### config.mk
export PLATFORM = sky130hd
export DESIGN_NAME = mem_arb
export DESIGN_NICKNAME = d
export VERILOG_FILES = /design/src/rtl/mem_arb.sv
export SDC_FILE = /design/constraint.sdc
export NUM_CORES = 1
export LEC_CHECK = 0
export ABC_AREA = 1
export CAP_MARGIN = 10
export CORE_UTILIZATION = 35
export CTS_CLUSTER_SIZE = 40
export DETAILED_ROUTE_END_ITERATION = 10
export PLACE_DENSITY = 0.58
export SLEW_MARGIN = 0
export SYNTH_ARGS = -nofsm -noshare
export SYNTH_HDL_FRONTEND = slang
export SYNTH_SLANG_ARGS = --single-unit
### constraint.sdc
create_clock -name clk -period 5.44 [get_ports clk]
set_input_delay 1.088 -clock clk [delete_from_list [all_inputs] [get_ports clk]]
set_output_delay 1.088 -clock clk [all_outputs]
set_load 0.02 [all_outputs]
### src/rtl/mem_arb.sv
// mem_arb: two-port (instruction/data) arbiter onto a single downstream memory
// port, with an in-order tracking FIFO that routes responses back to their source.
module mem_arb #(
    parameter int DEPTH = 4,
    parameter int TAG_W = 11
) (
    input  logic             clk,
    input  logic             rst,
    // instruction port
    input  logic             core__i_ren,
    input  logic [31:0]      core__i_addr,
    output logic             i__core_accept,
    output logic             i__core_val,
    output logic             i__core_error,
    output logic [31:0]      i__core_rdata,
    output logic [31:0]      i__core_pc,
    // data port
    input  logic             core__d_ren,
    input  logic [3:0]       core__d_wen,
    input  logic [31:0]      core__d_addr,
    input  logic [31:0]      core__d_wdata,
    input  logic [TAG_W-1:0] core__d_req_tag,
    output logic             d__core_accept,
    output logic             d__core_val,
    output logic             d__core_error,
    output logic [31:0]      d__core_rdata,
    output logic [TAG_W-1:0] d__core_resp_tag,
    // downstream port
    output logic             mem_req,
    output logic [3:0]       mem_wen,
    output logic [31:0]      mem_addr,
    output logic [31:0]      mem_wdata,
    input  logic             mem_accept,
    input  logic             mem_val,
    input  logic             mem_error,
    input  logic [31:0]      mem_rdata,
    // diagnostics
    output logic             err_unexp
);

    localparam int              PTR_W    = $clog2(DEPTH);
    localparam logic [PTR_W:0]  FULL_CNT = (PTR_W + 1)'(DEPTH);

    typedef enum logic {SRC_I = 1'b0, SRC_D = 1'b1} src_e;

    typedef struct packed {
        src_e             src;
        logic [TAG_W-1:0] tag;
        logic [31:0]      addr;
    } entry_t;

    logic           i_req;
    logic           d_req;
    logic           grant_d;
    logic           xfer;
    logic           pop;
    logic           empty;
    src_e           last_grant;
    logic [PTR_W:0] count;
    logic [PTR_W-1:0] wr_ptr;
    logic [PTR_W-1:0] rd_ptr;
    entry_t         fifo [DEPTH];
    entry_t         head;

    // Arbitration, downstream muxing and FIFO handshake decode.
    always_comb begin
        // NOTE: every output of this block gets a default first so no path can infer a latch.
        i_req          = core__i_ren;
        d_req          = core__d_ren | (|core__d_wen);
        empty          = (count == '0);
        mem_req        = (i_req | d_req) && (count != FULL_CNT);
        grant_d        = d_req && (!i_req || (last_grant == SRC_I));
        mem_addr       = grant_d ? core__d_addr  : core__i_addr;
        mem_wdata      = grant_d ? core__d_wdata : 32'h0;
        mem_wen        = grant_d ? core__d_wen   : 4'h0;
        xfer           = mem_req && mem_accept;
        i__core_accept = xfer && !grant_d;
        d__core_accept = xfer && grant_d;
        pop            = mem_val && !empty;
        head           = fifo[rd_ptr];
    end

    // Outstanding count, FIFO pointers, round-robin history and sticky error.
    always_ff @(posedge clk or posedge rst) begin
        if (rst) begin
            count      <= '0;
            wr_ptr     <= '0;
            rd_ptr     <= '0;
            last_grant <= SRC_I;
            err_unexp  <= 1'b0;
        end else begin
            // NOTE: non-blocking assignments so every register samples pre-edge values.
            if (xfer) begin
                wr_ptr     <= wr_ptr + 1'b1;
                last_grant <= grant_d ? SRC_D : SRC_I;
            end
            if (pop) rd_ptr <= rd_ptr + 1'b1;
            case ({xfer, pop})
                2'b10:   count <= count + 1'b1;
                2'b01:   count <= count - 1'b1;
                default: count <= count;
            endcase
            if (mem_val && empty) err_unexp <= 1'b1;
        end
    end

    // Tracking FIFO storage written on each completed transfer.
    always_ff @(posedge clk) begin
        // NOTE: storage is not reset; entries are only read behind a valid count.
        if (xfer) begin
            fifo[wr_ptr] <= '{src:  grant_d ? SRC_D : SRC_I,
                               tag:  core__d_req_tag,
                               addr: grant_d ? core__d_addr : core__i_addr};
        end
    end

    // Registered response routing; payload registers hold between responses.
    always_ff @(posedge clk or posedge rst) begin
        if (rst) begin
            i__core_val      <= 1'b0;
            i__core_error    <= 1'b0;
            i__core_rdata    <= '0;
            i__core_pc       <= '0;
            d__core_val      <= 1'b0;
            d__core_error    <= 1'b0;
            d__core_rdata    <= '0;
            d__core_resp_tag <= '0;
        end else begin
            i__core_val <= pop && (head.src == SRC_I);
            d__core_val <= pop && (head.src == SRC_D);
            if (pop && head.src == SRC_I) begin
                i__core_rdata <= mem_rdata;
                i__core_error <= mem_error;
                i__core_pc    <= head.addr;
            end
            if (pop && head.src == SRC_D) begin
                d__core_rdata    <= mem_rdata;
                d__core_error    <= mem_error;
                d__core_resp_tag <= head.tag;
            end
        end
    end

endmodule

== Word level (Yosys, flattened, before mapping) ==
Memories as Yosys holds them, arrays and structs flattened.
Index checks and enable logic that the tools add are counted.
Word-level totals
  register bits after elaboration: 120
  bits in latches: 0
  memory bits (writable): 176
  bits in read-only memories: 0
  input port bits: 150
  memories kept: 1
Operators by class
  add/sub/neg operators: 4
  multipliers: 0
  divide/modulo/power cells: 0
  $lt $le $gt $ge: 0
  eq/ne operators: 3
  shift-type cells: 0
  muxes and demuxes: 7
  bitwise logic cells: 4
  reduce and logical (&&, ||, !) cells: 16
Memory list
  fifo: depth 4, bits a word 44, read ports 1, clocked after memory_dff 0, wr ports 1, line 62  | entry_t fifo [DEPTH];
Operator list (count)
  $mux 32: 2
  $logic_and 1x1->1: 9
  $pmux 3 s2: 1
  $add 2x1->2 const B: 2
  $mux 4: 1
  $reduce_or 4->1: 1
  $add 3x1->3 const B: 1
  $logic_not 1->1: 3
  $logic_not 3->1: 1
  $mux 1: 3
  $ne 3x3->1 const B: 1
  $sub 3x1->3 const B: 1
  $eq 2x1->1 const B: 1
  $eq 2x2->1 const B: 1
  $not 1->1: 2
  $or 1x1->1: 2
  $reduce_bool 2->1: 1
  $logic_or 1x1->1: 1

== Depth between registers and ports, before layout ==
Gate-level depths: netlist (run 1).
  depth after elaboration: 7
  depth in mapped cells: 11
  depth with buffers taken out: 10

== Least setup slack after synthesis (run 1) ==
No wires, ideal clock.
  path type: input-to-reg
  start point: input core__d_wen[3]
  end point: memory fifo[0][0] in the netlist's numbering, enable pin
  library setup time: 446 ps
  data arrival time: 3382 ps
  setup slack: 1612 ps
  cell stages on the path: 4
  cell sequence: nor2_1 -> nand4_1 -> nand3_1 -> nor2_1
Between the ends
  cells in the longest elaborated chain, start to end: 7
RTL lines
  start, declared: line 19  | input logic [3:0] core__d_wen,
  $reduce_or 4->1: line 69  | d_req = core__d_ren | (|core__d_wen);
  $or 1x1->1: line 69
  $or 1x1->1: line 71  | mem_req = (i_req | d_req) && (count != FULL_CNT);
  $logic_and 1x1->1: line 71
  $logic_and 1x1->1: line 76  | xfer = mem_req && mem_accept;
  $mux 1: line 110  | if (xfer) begin
  $mux 1: line 111  | fifo[wr_ptr] <= '{src: grant_d ? SRC_D : SRC_I,
  end, declared: line 62
Every way passes these cells.

== Worst setup path after layout (run 1) ==
  start point: input core__d_wen[0]
  end point: output mem_addr[5]
Between the ends
  cells in the longest elaborated chain, start to end: 4
RTL lines
  $reduce_or 4->1: line 69
  $or 1x1->1: line 69
  $logic_and 1x1->1: line 72  | grant_d = d_req && (!i_req || (last_grant == SRC_I));
  $mux 32: line 73  | mem_addr = grant_d ? core__d_addr : core__i_addr;
  end, declared: line 31  | output logic [31:0] mem_addr,
Every way passes these cells.

==> key figures, run 1 <==
Synth
  • Post-synthesis register bit count: 296
  • Ys Warns: 0
  • Post-Syn Area: 0.01260 sq mm
  • Net count after synthesis: 1509
  • Yosys top cell by area: edfxtp_1
  • Unique cell type count in the Yosys netlist: 28
  • Top cell type's share of synthesized area: about two fifths
  • Post-Syn Instances: 1353
  • Avg Cell Area, Syn: 9.310 sq um
  • Sequential area share after synthesis: 65.79%
  • Synth area leaders: edfxtp_1 (42%), dfrtp_1 (24%), nand2_1 (18%)

Floorplanning
  • Die Width: 191.7 um
  • Core ar.: between 0.03 and 0.04 sq mm
  • Io pins: 333
  • Initial core utilization: a little over a third
  • Die Footprint: 0.03675 sq mm
  • Row Count: 69
  • Die Ht: 191.7 um

Worst hold path
  • Worst min-delay path class: flop to flop
  • Hold_sp: err_unexp
  • Hold path endpoint: err_unexp
  • Hold path depth: 1

Clock tree
  • # resized after CTS: 0
  • CTS Buf Count: 31
  • H-tree depth: 1
  • Worst skew pair latency: 560 ps
  • Setup repair bufs after CTS: 0
  • Clock root buffer master: clkbuf_16
  • CTS tree: yes
  • Worst-path clk slew: 60 ps
  • CTS Sinks: 296
  • Hold buffers post-CTS: 0
  • CTS max path bufs: 3

Setup path
  • Worst path required time: 4350 ps
  • Reg-to-reg endpoint: i__core_rdata[17]
  • CP endpoint kind: output pin
  • Crit Path Max Fanout: 30
  • Slowest CP cell: clkdlybuf4s50_1
  • CP Cell Sequence: clkdlybuf4s50_1 > nor2_1 > nand3_1 > nand2_2 > clkinv_1 > buf_12 > nand2_1 > nand2_1 > clkdlybuf4s50_1
  • Worst Setup Start Kind: input port
  • CP arrival: around 3200 ps
  • R2R Setup Slk: 2030 ps
  • R2R depth: 9
  • Reg2reg start: rd_ptr[0]
  • CP peak stage delay: 590 ps
  • Worst Path Class, Setup: input port to output pin

STA
  • Setup_tns: 0 ps
  • Min cycle time layout: 4267 ps
  • Slew headroom: 27.46%
  • Final Hold Fails: 0
  • RSZ-0062 raised after global routing: false
  • Final period util: slightly below 80%
  • Setup violators final: 0
  • Pin slew with the least headroom to its limit: 1088 ps
  • Highest clock rate: 0.2344 GHz
  • Clock Skews: approximately 8.5 ps
  • Max Slew Vio Count: 0

Place
  • Detail Placement HPWL: 20710 um
  • Port bufs: 332
  • Dpl cells: 2102
  • RePlAce Congestion: 0.7484

Detailed routing
  • Drt wl/cell: 15.36 um
  • First drt pass iteration count: 5
  • Overall routed net length: around 33000 um
  • Residual DRC count: 0
  • Vias post-DR: about 9600
  • Antenna viol nets, final: 0
  • Via-to-Cell Ratio: between 4 and 5
  • Initial DRC count: 436

Finish
  • Final Non-Filler Cells: around 2200
  • Nets: 1830
  • Area Growth Syn to Fin: 37.57%
  • Layout cells sized above 1: under 10%
  • Filler cell count: 3326
  • Diodes inserted: 0

Global route
  • Gr ovfl total: 0
  • Vias in the first global route: approximately 9500
  • Largest net degree at the start of global routing: 94
  • Global-route wire length before repair: 51180 um
  • GRT Overall Usage: 17.93%
  • Initial antenna violation count: 1

Job
  • Max Cap Viol: 0

Power
  • Lkg Pwr: 8.009 nW
  • PwrDens: 558.9 mW/mm^2
  • Maximum VDD drop: 0.3765 mV

Outcome
  • Status: finished clean
## power breakdown
group	switching (mW)	leakage, nW	internal, mW
clock	0.849	0.459	1.11
sequential	0.391	3.09	3.20
combinational	2.53	4.45	1.61
## worst max-delay path by stage
stage,startpoint,end,slack (ps),cells after the start
after global routing,core__d_wen[0],mem_addr[20],1000,9
after floorplan,rst,count[0],1170,1
after detailed placement,core__d_wen[3],mem_addr[27],1160,9
after global placement,core__d_wen[3],mem_addr[26],1170,9
final,core__d_wen[0],mem_addr[5],1170,9
after CTS,core__d_wen[0],mem_addr[5],1150,9
## placed cells by master (no fill, tap or decap), types with 2 or more instances in the layout
cell type        instances
o21ai_0                 24
nand3_1                 66
nor2_4                   5
inv_4                    2
nor2_1                  86
clkinv_1                 5
clkinvlp_4               3
xor2_1                   2
inv_2                    2
clkbuf_1                 8
nand4_1                  3
buf_4                   13
inv_1                  178
dfrtp_1                118
nand2_2                  3
inv_6                    2
ha_1                     5
edfxtp_1               176
clkdlybuf4s50_1        332
nand2_1                608
buf_12                   3
clkinv_2                 8
nand3_2                  3
clkbuf_16               31
## logic make-up (layout without fill, tap and decap cells)
logic type,count (synthesis),in the layout,synth area share [%]
compound gates,27,27,1.132
buf+inv,244,590,8.035
flops,296,296,65.79
xor+xnor,3,3,0.2086
simple gates,777,777,24.18
fa+ha+maj,6,6,0.6555
## worst max-delay path, delay by kind of cell
| family | cells | cell delay (ps) |
|---|---|---|
| buffers and inverters | 4 | 1490 |
| AND/OR/NAND/NOR | 5 | 590 |
## metrics by stage
stage	utilization [%]	hold WS (ps)	worst slack [ps]	power, mW	area [sq um]
after floorplan	-	463.8	1166	5.991	12600
after global placement	46.18	452.8	1172	7.800	16390
after CTS	48.84	471.6	1149	9.846	17330
final	48.84	465.1	1173	9.686	17330
after global routing	48.84	484.5	1002	10.36	17330
after detailed placement	46.18	457.3	1165	7.850	16390
## synthesized netlist by cell type
master       n
inv_2        2
a31o_2       1
buf_2       25
fa_1         1
buf_4        6
inv_4        2
nand3_2      3
nand4_1      3
clkbuf_1    21
nor2_2       1
o21ai_0     24
ha_1         5
nand2_1    609
a21oi_1      1
nor2_4       1
buf_6        5
xor2_1       2
inv_1      179
o2111ai_1    1
clkinv_1     1
edfxtp_1   176
nand2_2      3
and2_1       1
nor2_1      90
dfrtp_1    120
nand3_1     66
buf_1        3
xnor2_1      1
## registers in the layout (all words and copies together), names as in the netlist
signal / cells
d__core_resp_tag: 11
fifo: 176
d__core_val: 1
i__core_rdata: 32
rd_ptr: 2
i__core_val: 1
wr_ptr: 2
i__core_pc: 32
d__core_error: 1
err_unexp: 1
count: 3
i__core_error: 1
d__core_rdata: 32
last_grant: 1
## cell type report
class / instances / area, sq um / share of cell area [%]
Sequential cell: 296 / 8293 / 47.85
Timing Repair Buffer: 348 / 3481 / 20.09
Multi-Input combinational cell: 813 / 3334 / 19.24
Clock buffer: 40 / 819.5 / 4.729
Inverter: 184 / 700.7 / 4.043
Tap cell: 461 / 576.8 / 3.328
Clock inverter: 18 / 125.1 / 0.7220
## layer usage
metal | vias up | GRT usage [%] | share of wire (%)
li1 | 4816 | - | -
met1 | 4437 | 21.78 | 43
met2 | 265 | 32.10 | 48
met3 | 46 | 3.910 | 7.2
met4 | 2 | 4.304 | 1.7
met5 | - | 0 | 0.039
No activity file was read; power rests on OpenSTA's default activity.
==> run 2: changes to the inputs <==
==> constraint.sdc (replaced) <==
create_clock -name clk -period 4.1 [get_ports clk]
set_input_delay 0.82 -clock clk [delete_from_list [all_inputs] [get_ports clk]]
set_output_delay 0.82 -clock clk [all_outputs]
set_load 0.02 [all_outputs]
==> run 2 against run 1 <==
Net effect: combinational power is 37% higher; total power grew 37%; clock power rose by 53%; non-clock buffer count up 7; worst setup slack got worse by 810 ps; via count grew 1.2%; final cell count is 0.51% higher; wire length is 0.53% higher; worst hold slack improved by 3.5 ps; highest routed layer unchanged; critical path type unchanged; first-iteration DRC count down 4.1%; cell area up 1.5%; register-to-register slack worse by 370 ps.
==> key figures, run 2 (same netlist as run 1, synthesis figures left out) <==
Clock tree
  • Hold buffers post-CTS: 0 (unchanged)
  • H-tree depth: 2 (+1)
  • Worst-path clk slew: 60 ps (about the same)
  • Setup repair bufs after CTS: 0 (unchanged)
  • Clock root buffer master: clkbuf_16
  • CTS max path bufs: 3 (unchanged)
  • Worst skew pair latency: 500 ps (-60 ps)
  • # resized after CTS: 0 (unchanged)
  • CTS Sinks: 296 (unchanged)
  • CTS Buf Count: 34 (+9.7%)
  • CTS tree: yes

Floorplanning
  • Io pins: 333 (unchanged)
  • Initial core utilization: 35.50% (unchanged)
  • Row Count: 69 (unchanged)
  • Die Width: 191.7 um (unchanged)
  • Core ar.: 0.03548 sq mm (unchanged)
  • Die Ht: 191.7 um (unchanged)
  • Die Footprint: 0.03675 sq mm (unchanged)

Setup path
  • Slowest CP cell: clkdlybuf4s50_1
  • Crit Path Max Fanout: 27 (-10%)
  • CP endpoint kind: output pin
  • Worst path required time: 3280 ps (-1070 ps)
  • CP peak stage delay: 680 ps (+90 ps)
  • Worst Path Class, Setup: input port to output pin
  • Reg-to-reg endpoint: i__core_pc[9]
  • Crit path depth: 9 (unchanged)
  • CP startpoint: core__d_wen[2]
  • R2R depth: 8 (-1)
  • CP arrival: 2920 ps (-260 ps)
  • Worst Setup Start Kind: input port
  • Setup crit end: mem_addr[26]
  • R2R Setup Slk: 1660 ps (-370 ps)
  • CP delay by family, top: buffers and inverters
  • Buf/Inv on CP: 4 (unchanged)
  • Reg2reg start: rd_ptr[1]
  • CP Cell Sequence: clkdlybuf4s50_1 > nor2_1 > nand3_1 > nand2_2 > clkinv_1 > buf_4 > nand2_1 > nand2_1 > clkdlybuf4s50_1

STA
  • Max Slew Vio Count: 0 (unchanged)
  • Final period util: 91.18%
  • Slew headroom: 28.90% (+1.4 points)
  • Pin slew with the least headroom to its limit: 1066 ps (-21.66 ps)
  • Highest clock rate: 0.2675 GHz
  • RSZ-0062 raised after global routing: false
  • Setup_tns: 0 ps (unchanged)
  • Setup violators final: 0 (unchanged)
  • Final Hold Fails: 0 (unchanged)
  • Clock Skews: 14.19 ps (+5.655 ps)
  • Min cycle time layout: 3739 ps

Job
  • Max Cap Viol: 0 (unchanged)

Finish
  • Reg with most FFs: fifo
  • Commonest cells after routing, fill and taps aside: nand2_1 (608), clkdlybuf4s50_1 (332), inv_1 (178)
  • Layout cells sized above 1: 5.673% (+0.79 points)
  • Diodes inserted: 0 (unchanged)
  • Most common cell after layout, fill and taps aside: nand2_1
  • Area Growth Syn to Fin: 39.60%
  • Nets: 1840 (+0.55%)
  • Max reg flops: 176 (unchanged)

Detailed routing
  • Initial DRC count: 418 (-4.1%)
  • Overall routed net length: 33350 um (+0.53%)
  • Vias post-DR: 9682 (+1.2%)
  • First drt pass iteration count: 6 (+1)
  • Via-to-Cell Ratio: 4.460 (+0.70%)
  • Drt wl/cell: 15.36 um (about the same)
  • Residual DRC count: 0 (unchanged)
  • Antenna viol nets, final: 0 (unchanged)

Place
  • Detail Placement HPWL: 21000 um (+1.4%)
  • Port bufs: 332 (unchanged)
  • RePlAce Congestion: 0.7791 (+4.1%)

Global route
  • Gr ovfl total: 0 (unchanged)
  • Vias in the first global route: 9536 (+0.27%)
  • Global-route wire length before repair: 51890 um (+1.4%)
  • GRT Overall Usage: 18.21% (+0.28 points)
  • Largest net degree at the start of global routing: 87 (-7.4%)
  • Initial antenna violation count: 2 (+1)

Power
  • Internal power: 8.220 mW (+39%)
  • Maximum VDD drop: 0.4788 mV (+27%)
  • Combinational Power Share: 42.7% (about the same)
  • Reg power frac: 34.8% (-2.2 points)
  • Clock Power Share: 22.5% (+2.3 points)
  • Lkg Pwr: 8.133 nW (+1.5%)
  • Net load switching power: 5.080 mW (+35%)
  • Sw Ratio: 38.20% (-0.76 points)
  • PwrDens: 756.3 mW/mm^2 (+35%)
  • Total power: 13.30 mW (+37%)

Outcome
  • Status: finished clean

Worst hold path
  • Worst min-delay path class: flop to flop
==> run 2: cell count changes in the layout (fill, tap and decap cells not counted) <==
cell       previous run  this run
clkinv_2              8         7
clkbuf_1              8         5
clkbuf_16            31        37
bufinv_16             1         2
clkbuf_8              1         2
buf_4                13        18
buf_12                3         5
==> run 2: area by class of cell <==
class | instances | area (sq um)
Clock buffer | 44 | 972.2
Clock inverter | 18 | 150.1
Fill cell | 3316 | 17900
Inverter | 184 | 700.7
Multi-Input combinational cell | 813 | 3334
Sequential cell | 296 | 8293
Tap cell | 461 | 576.8
Timing Repair Buffer | 355 | 3558
==> run 2: worst min path at each step <==
stage | start | slack [ps] | cells after the start | endpoint
after global routing | err_unexp | 480 | 1 | err_unexp
after global placement | d__core_rdata[2] | 450 | 2 | d__core_rdata[2]
after detailed placement | d__core_error | 460 | 2 | d__core_error
final | d__core_error | 470 | 2 | d__core_error
after CTS | err_unexp | 470 | 1 | err_unexp
after floorplan | last_grant | 460 | 2 | last_grant
==> run 2: worst reg2reg max path: stages, from the launching register on <==
cell and delay, ps:
dfrtp_2 380, buf_4 560, nand3_2 190, nand2_2 160, nand2_4 220, inv_2 140
buf_4 430, nand2_1 190, nand2_1 100
==> run 2: power by group through the flow <==
stage | logic (mW) | clock network, mW | registers [mW]
after floorplan | 2.65 | 0 | 5.30
after detailed placement | 5.77 | 0 | 4.69
after global routing | 6.30 | 3.18 | 4.73
after global placement | 5.70 | 0 | 4.67
after CTS | 5.79 | 3.07 | 4.64
final | 5.68 | 2.99 | 4.63
==> run 2: metal layers <==
layer	routed length [um]	GRT usage, %	up-vias
met2	15940	31.51	300
met1	14420	22.83	4498
met4	672	5.189	4
met3	2297	3.837	52
met5	31	0	-
li1	-	-	4828
==> run 2: metrics by stage <==
| stage | std cells | util (%) | setup WS [ps] | area (sq um) | hold slack (ps) |
|---|---|---|---|---|---|
| finish | 2171 | 49.56 | 361.5 | 17590 | 468.5 |
| global route | 2171 | 49.56 | 218.9 | 17590 | 479.2 |
| CTS | 2171 | 49.56 | 339.7 | 17590 | 474.1 |
| detailed placement | 2109 | 46.40 | 343.6 | 16460 | 459.9 |
| global placement | 2109 | 46.40 | 370.0 | 16460 | 453.6 |
| floorplan | 1353 | - | 94.18 | 12600 | 463.8 |
